==> src/rtl/rr_resource_arbiter.sv <==
// rr_resource_arbiter
//   Round-robin arbiter that shares one single-owner resource among NUM_REQ
//   requesters. The winner comes from a rotating-priority trailing-one search.
//   A grant is held until i_done, and then priority rotates past the winner.
//   When another requester is pending, the next grant is loaded with no idle cycle.
//
//   Optional feature macro: ARB_TIMEOUT_EN
//     When this macro is defined, a watchdog revokes a grant after TIMEOUT_CYCLES
//     cycles without i_done, and o_timeout pulses for that cycle.
//     When this macro is undefined, there is no counter and o_timeout is tied to 0.
module rr_resource_arbiter #(
  parameter int NUM_REQ        = 4,
  parameter int TIMEOUT_CYCLES = 16
) (
  input  logic                       i_clk,
  input  logic                       i_rst,
  input  logic [NUM_REQ-1:0]         i_req,
  input  logic                       i_done,
  output logic [NUM_REQ-1:0]         o_gnt,
  output logic [$clog2(NUM_REQ)-1:0] o_gnt_idx,
  output logic                       o_gnt_valid,
  output logic                       o_timeout
);

  localparam int              IDX_W    = $clog2(NUM_REQ);
  localparam logic [IDX_W-1:0] LAST_IDX = IDX_W'(NUM_REQ - 1);

  typedef enum logic {
    IDLE    = 1'b0,
    GRANTED = 1'b1
  } state_t;

  state_t             state_reg;
  logic [NUM_REQ-1:0] gnt_reg;
  logic [IDX_W-1:0]   gnt_idx_reg;
  logic [IDX_W-1:0]   ptr_reg;

  logic [IDX_W-1:0]   ptr_next;     // pointer value after the current owner finishes
  logic [IDX_W-1:0]   sel_ptr;      // pointer that is used by this cycle's search
  logic               handoff;      // current grant ends this cycle
  logic               timeout_hit;  // watchdog revoke this cycle
  logic [NUM_REQ-1:0] ge_mask;      // bits at positions >= sel_ptr
  logic [NUM_REQ-1:0] masked_req;
  logic [NUM_REQ-1:0] pick_vec;
  logic               win_found;
  logic [IDX_W-1:0]   win_idx;
  logic [NUM_REQ-1:0] win_onehot;

  // Reject configurations outside the supported range at elaboration time.
  generate
    if (NUM_REQ < 2 || NUM_REQ > 32 || TIMEOUT_CYCLES < 1) begin : g_param_check
      $error("rr_resource_arbiter: NUM_REQ must be 2..32 and TIMEOUT_CYCLES >= 1");
    end
  endgenerate

  // The pointer moves just past the finishing owner and wraps at the last requester.
  assign ptr_next = (gnt_idx_reg == LAST_IDX) ? '0 : gnt_idx_reg + IDX_W'(1);

  // The grant ends on i_done, or on a watchdog revoke when that feature is built.
  assign handoff = (state_reg == GRANTED) && (i_done || timeout_hit);

  // Bypass: on a hand-off, arbitrate with the rotated pointer and not the stale one.
  assign sel_ptr = handoff ? ptr_next : ptr_reg;

  // Build the per-position mask and decode the winner to one-hot.
  generate
    for (genvar gi = 0; gi < NUM_REQ; gi++) begin : g_bit
      assign ge_mask[gi]    = (IDX_W'(gi) >= sel_ptr);
      assign win_onehot[gi] = win_found && (win_idx == IDX_W'(gi));
    end
  endgenerate

  // Search the masked requests first, and fall back to the full vector when the mask is empty.
  always_comb begin
    masked_req = i_req & ge_mask;
    pick_vec   = (|masked_req) ? masked_req : i_req;
    win_found  = |i_req;
    win_idx    = '0;
    for (int i = NUM_REQ - 1; i >= 0; i--) begin
      if (pick_vec[i]) begin
        win_idx = IDX_W'(i);
      end
    end
  end

`ifdef ARB_TIMEOUT_EN
  localparam int CNT_W = $clog2(TIMEOUT_CYCLES + 1);

  logic [CNT_W-1:0] wd_cnt_reg;

  // The limit is reached only after TIMEOUT_CYCLES full cycles without i_done.
  // i_done has priority, so a coincident completion is not a timeout.
  assign timeout_hit = (state_reg == GRANTED) && !i_done &&
                       (wd_cnt_reg == CNT_W'(TIMEOUT_CYCLES));

  // The watchdog counts each granted cycle and restarts on every new grant.
  always_ff @(posedge i_clk or posedge i_rst) begin
    if (i_rst) begin
      wd_cnt_reg <= '0;
    end else if (state_reg == IDLE || handoff) begin
      wd_cnt_reg <= '0;
    end else begin
      wd_cnt_reg <= wd_cnt_reg + CNT_W'(1);
    end
  end

  // The pulse is asserted in the revoke cycle itself, the same cycle in which i_done would act.
  assign o_timeout = timeout_hit;
`else
  assign timeout_hit = 1'b0;
  assign o_timeout   = 1'b0;
`endif

  // Grant state machine: load a winner from IDLE, hold it, and hand off on completion.
  always_ff @(posedge i_clk or posedge i_rst) begin
    if (i_rst) begin
      state_reg   <= IDLE;
      gnt_reg     <= '0;
      gnt_idx_reg <= '0;
      ptr_reg     <= '0;
    end else begin
      case (state_reg)
        IDLE: begin
          // i_done is ignored here. The pointer moves only when a grant completes.
          if (win_found) begin
            gnt_reg     <= win_onehot;
            gnt_idx_reg <= win_idx;
            state_reg   <= GRANTED;
          end
        end
        GRANTED: begin
          // The grant is held while the request is low. Only a hand-off releases it.
          if (handoff) begin
            ptr_reg <= ptr_next;
            if (win_found) begin
              gnt_reg     <= win_onehot;
              gnt_idx_reg <= win_idx;
            end else begin
              gnt_reg     <= '0;
              gnt_idx_reg <= '0;
              state_reg   <= IDLE;
            end
          end
        end
        default: begin
          state_reg   <= IDLE;
          gnt_reg     <= '0;
          gnt_idx_reg <= '0;
        end
      endcase
    end
  end

  assign o_gnt       = gnt_reg;
  assign o_gnt_idx   = gnt_idx_reg;
  assign o_gnt_valid = (state_reg == GRANTED);

endmodule

==> config.mk <==
export PLATFORM = sky130hd
export DESIGN_NAME = rr_resource_arbiter
export DESIGN_NICKNAME = d
export VERILOG_FILES = /design/src/rtl/rr_resource_arbiter.sv
export SDC_FILE = /design/constraint.sdc
export NUM_CORES = 1
export LEC_CHECK = 0
export ABC_AREA = 1
export CAP_MARGIN = 20
export CORE_AREA = 4 4 41 43
export DETAILED_ROUTE_END_ITERATION = 7
export DIE_AREA = 0 0 45 47
export PLACE_DENSITY = 0.67
export SYNTH_ARGS = -nofsm -noshare
export SYNTH_HDL_FRONTEND = slang
export SYNTH_SLANG_ARGS = --single-unit
==> constraint.sdc <==
create_clock -name i_clk -period 4.6 [get_ports i_clk]
set_clock_uncertainty 0.15 [all_clocks]
set_input_delay 0.46 -clock i_clk [delete_from_list [all_inputs] [get_ports i_clk]]
set_output_delay 0.46 -clock i_clk [all_outputs]
set_load 0.02 [all_outputs]
* Word-level counts from Yosys, hierarchy flattened
Index checks and enable logic that the tools add are counted.
** Word-level totals
- Register bits :: 9
- Input port bits :: 7
- Output and inout port bits :: 8
- Logic and storage cells :: 44
** Cells by class
- $add $sub $neg :: 1
- Order comparisons :: 4
- Eq/ne operators :: 6
- Muxes and demuxes :: 18
- Bitwise gates (word level) :: 2
- Reduce and logical (&&, ||, !) cells :: 9
** Operator list (count)
- 2-bit 2-to-1 mux :: 9
- 4-bit 2-to-1 mux :: 4
- 4-bit case mux with 2 select lines :: 1
- 4-bit OR reduction :: 2
- 2-bit equality test, second input constant :: 3
- 1-bit logical AND :: 5
- 4-bit bitwise AND :: 1
- 1-bit by 2-bit greater-or-equal comparator with 1-bit output, first input constant :: 2
- 2-bit greater-or-equal comparator, first input constant :: 2
- 2-bit case mux with 2 select lines :: 1
- 2-bit by 1-bit adder with 2-bit output, second input constant :: 1
- 2-bit by 1-bit equality test with 1-bit output, second input constant :: 1
- 2-bit logical NOT :: 1
- 1-bit 2-to-1 mux :: 2
- 2-bit by 1-bit != test with 1-bit output, second input constant :: 1
- 2-bit != test, second input constant :: 1
- 1-bit case mux with 2 select lines :: 1
- 2-bit AND reduction :: 1
- 1-bit inverter :: 1

* Longest topological paths before layout
- Depth in word-level cells :: 16
- Mapped depth :: 11
- Gate-level depth less buffers :: 11

* Worst setup path after synthesis
Ideal clock, no wire load.
- Kind :: register to register
- Start point :: register gnt_idx_reg[0], in the netlist o_gnt_idx[0]
- End point :: register gnt_reg[2], in the netlist o_gnt[2]
- Library setup time :: 118 ps
- Data arrival time :: 1564 ps
- Data required time :: 4332 ps
- Setup slack :: 2768 ps
- Stages on the path, launching flop included :: 10
- Buffers on the path :: 0
- Period minus slack after synthesis :: 1832 ps
- Cell sequence :: dfrtp_1 ha_1 nand3_1 nand3_2 nand2_1 inv_1 a31oi_2 nand2_1 nand3_1 nand2_1
** Between the ends
- Longest elaborated chain between the ends :: 16
- Elaborated cells between the ends (all ways) :: 21
- Those cells by class :: 1 x add/sub; 4 x order compare; 2 x eq/ne; 11 x mux; 1 x bitwise; 2 x reduce/logical
** Ends and longest elaborated chain
- from (decl) :: line 35 : logic [IDX_W-1:0] gnt_idx_reg;
- from (signal assigned) :: line 127 : gnt_idx_reg <= win_idx;
- from (signal assigned) :: line 137 : gnt_idx_reg <= win_idx;
- 2-bit by 1-bit adder with 2-bit output or 2-bit equality test (tied branches) :: line 57 : assign ptr_next = (gnt_idx_reg == LAST_IDX) ? '0 : gnt_idx_reg + IDX_W'(1);
- 2-bit 2-to-1 mux * :: line 57
- 2-bit 2-to-1 mux *
- 1-bit by 2-bit greater-or-equal comparator with 1-bit output or 2-bit greater-or-equal comparator (tied branches) :: line 68 : assign ge_mask[gi] = (IDX_W'(gi) >= sel_ptr);
- 4-bit bitwise AND * :: line 75 : masked_req = i_req & ge_mask;
- 4-bit OR reduction :: line 76 : pick_vec = (|masked_req) ? masked_req : i_req;
- 4-bit 2-to-1 mux * :: line 76
- 2-bit 2-to-1 mux (3 in series) :: line 80 : if (pick_vec[i]) begin
- 2-bit 2-to-1 mux * :: line 80
- 2-bit equality test * :: line 69 : assign win_onehot[gi] = win_found && (win_idx == IDX_W'(gi));
- 1-bit logical AND * :: line 69
- 4-bit 2-to-1 mux :: line 135 : if (win_found) begin
- 4-bit 2-to-1 mux :: line 133 : if (handoff) begin
- 4-bit case mux with 2 select lines * :: line 122 : case (state_reg)
- to (signal assigned) :: line 126 : gnt_reg <= win_onehot;
- to (signal assigned) :: line 136 : gnt_reg <= win_onehot;
- to (decl) :: line 34 : logic [NUM_REQ-1:0] gnt_reg;
Every way passes the cells marked *; elsewhere a longest branch is shown, timed or not. The select of a mux whose other input is x is not followed.
A chain may end at the register's enable or synchronous reset.

* Worst setup path after layout
- Start point :: input i_done
- End point :: register gnt_reg[2], in the netlist o_gnt[2]
** Between the ends
- Longest elaborated chain between the ends :: 15
- Elaborated cells between the ends (all ways) :: 21
- Those cells by class :: 4 x order compare; 2 x eq/ne; 10 x mux; 1 x bitwise; 4 x reduce/logical
** Ends and longest elaborated chain
- from (decl) :: line 18 : input logic i_done,
- 1-bit logical AND * :: line 60 : assign handoff = (state_reg == GRANTED) && (i_done || timeout_hit);
- 2-bit 2-to-1 mux
- 1-bit by 2-bit greater-or-equal comparator with 1-bit output or 2-bit greater-or-equal comparator (tied branches) :: line 68
- 4-bit bitwise AND :: line 75
- 4-bit OR reduction :: line 76
- 4-bit 2-to-1 mux :: line 76
- 2-bit 2-to-1 mux (4 in series) :: line 80
- 2-bit equality test :: line 69
- 1-bit logical AND :: line 69
- 4-bit 2-to-1 mux :: line 135
- 4-bit 2-to-1 mux :: line 133
- 4-bit case mux with 2 select lines :: line 122
Marks and branches as above.

==> reports/qor_table.md <==
| Parameter | Value | Unit |
|:---|:---|:---|
| Clk pin slew, worst setup/hold paths | 70 | ps |
| Data required time of the worst path | 4610 | ps |
| # hold bufs at CTS | 0 | - |
| Number of DRC markers after the initial detailed-route iteration | 14 | - |
| Total die area | 2120 | µm² |
| Kind of end point of the critical path | register | - |
| Tot Pwr | 0.000349 | W |
| Net count of the finished layout | 92 | - |
| Leak Pwr | 0.355 | nW |
| Root buffer cell | clkbuf_4 | - |
| Unrepaired setup endpoints after global routing | false | - |
| Sequential element share of the synthesized area | 43.3 | % |
| Number of diodes | 0 | - |
| Final wirelength | 1080 | µm |
| Critical Path Fanout Max | 4 | - |
| Share of the cycle needed by the critical path after routing | 42.3 | % |
| Max Transition Viols Final | 0 | - |
| Number of vias per cell | 4.91 | - |
| Layout-stage area growth over the synthesis result | 32.2 | % |
| Horiz. Die Dim | 45 | µm |
| Vias post-DR | 481 | - |
| Number of enable-type register cells in the synthesized netlist | 0 | - |
| Number of antenna violations at the first check in global routing | 0 | - |
| Fraction of layout instances using a drive strength above 1 | 15.7 | % |
| Starting density of the core | 40.0 | % |
| Number of global-route vias before repair | 471 | - |
| Status | finished clean | - |
| Placed wire-length estimate | 826 | µm |
| Inserted Clock Buffers | 3 | - |
| Maximum vdd drop | 221 | µV |
| Post CTS Setup Buffer Count | 0 | - |
| Routability congestion estimate | 0.738 | - |
| Maximum clock frequency | 513 | MHz |
| Later-pin clock latency in the skew report | 270 | ps |
| Crit. Startpoint | i_done | - |
| Synthesized Nets | 75 | - |
| Primary flip-flop cell chosen by synthesis mapping | dfrtp_1 | - |
| Post-cts sizing count | 0 | - |
| Remaining global-route overflow | 0 | - |
| GRT Util Overall | 12.7 | % |
| Number of flip-flops in the largest register | 4 | - |
| Kind of path behind the tightest hold check | input port to async pin | - |
| First-pass GRT wire length | 1850 | µm |
| Count of TritonRoute iterations in the first routing pass | 4 | - |
| Input/output buffers | 13 | - |
| Startpoint type of the worst setup path | input port | - |
| Area of the core | 1300 | µm² |
| Cell types occupying the most area after synthesis | dfrtp_1 (43%), nand2_1 (14%), nand3_2 (5.8%) | - |
| # IOs | 15 | - |
| Minimum clock period after layout | 1950 | ps |
| Pin count of the biggest net entering global routing | 10 | - |
| Start-to-end type of the worst setup path | input port to register | - |
| Hold violation count in the final report | 0 | - |
| Clock tree buffer depth | 2 | - |
| Final hold slack | 294 | ps |
| Cell Rows | 13 | - |
| Clock tree from TritonCTS | built | - |
| Residual antenna-violating net count after detailed routing | 0 | - |
| Total power per unit cell area | 508 | nW/µm² |
| Most numerous cell types in the synthesized netlist | nand2_1 (20), dfrtp_1 (9), inv_1 (8) | - |
| TritonCTS sink count | 9 | - |
| Async S/R FF share, synth | 100 | % |
| Area of the mapped netlist | 520 | µm² |
| Number of unique standard cell types used by synthesis | 17 | - |
| Accumulated negative setup slack | 0 | ps |
| DRC viols | 0 | - |
| RR Startpoint | o_gnt_idx[0] | - |
| Syn_area_per_cell | 7.77 | µm² |
| Most numerous cell in the Yosys netlist | nand2_1 | - |
| H-Tree Depth | 1 | - |
| Yosys warning count | 0 | - |
| Count of endpoints failing setup in the final report | 0 | - |
| Post-synthesis instance total | 67 | - |
| Post-synth top area share | 43.3 | % |
| Max-cap violation count | 0 | - |
| Number of storage elements in the synthesis netlist | 9 | - |
| Data arrival, critical path | 1950 | ps |
| Overall die height | 47 | µm |
| Cell type with the largest total area after synthesis | dfrtp_1 | - |
| Routed wire per std cell | 11.0 | µm |
[critical path, cell delays in order]
cell,delay [ps]
clkdlybuf4s50_1,530
nand2_2,100
nand2_2,90
nand3_2,110
nand2_1,120
inv_1,60
a31oi_2,230
nand2_1,110
nand3_1,90
nand2_1,50
[cells in the final DEF, fill, tap and decap left out]
cell / instances
nand2_2: 4
nor2_1: 5
nand2_1: 20
clkbuf_4: 3
o21ai_0: 2
nor2_4: 1
nand3_2: 3
conb_1: 1
nor2_2: 1
nand3_1: 5
inv_1: 8
nand4_1: 2
clkdlybuf4s50_1: 13
nor3_1: 1
dfrtp_1: 9
clkbuf_1: 1
a31oi_2: 1
o21ai_1: 2
ha_1: 1
[where the power goes]
group	internal [W]	switching [W]	leakage [nW]
registers	0.000105	0.0000157	0.110
clock network	0.0000336	0.0000310	0.0150
logic	0.0000691	0.0000947	0.229
[kinds of logic (layout without fill, tap and decap cells)]
| family | Yosys count | count (layout) | share of synthesized area [%] |
|---|---|---|---|
| and+or+nand+nor | 42 | 42 | 40.1 |
| DFF | 9 | 9 | 43.3 |
| buffers and inverters | 9 | 25 | 7.21 |
| AOI/OAI and AO/OA | 5 | 5 | 6.25 |
| adders and majority gates | 1 | 1 | 2.40 |
| other | 1 | 1 | 0.720 |
[cell type report]
class / instances / area, µm²
Tap cell: 15 / 18.8
Clock buffer: 4 / 26.3
Inverter: 8 / 30.0
Fill cell: 129 / 613
Sequential cell: 9 / 225
Multi-Input combinational cell: 49 / 258
Timing Repair Buffer: 13 / 130
[routing by layer]
layer  up-vias  wire length (µm)  track usage (%)
met5         -                 0                0
met4         0                24             8.77
li1        242                 -                -
met2        11               499             18.4
met3         4                59             4.98
met1       224               494             15.5
[per-stage QoR]
| stage | setup WS, ps | instances | instance area [µm²] | util, % |
|---|---|---|---|---|
| global route | 2510 | 98 | 688 | 52.9 |
| global placement | 2400 | 94 | 662 | 50.9 |
| floorplan | 2770 | 67 | 520 | - |
| finish | 2650 | 98 | 688 | 52.9 |
| CTS | 2670 | 98 | 688 | 52.9 |
| detailed placement | 2400 | 94 | 662 | 50.9 |
[path summary, 6_finish.rpt]
path	to	slack [ps]	cells past startpoint
setup / recovery	o_gnt[2]	2650	10
hold / removal	o_gnt[3]	290	2
setup reg to reg	o_gnt[2]	2680	9
hold reg to reg	o_gnt[3]	340	2
max in group asynchronous	o_gnt_valid	3750	2
min in group i_clk	o_gnt[3]	340	2
Power figures use the tool's default switching activity.
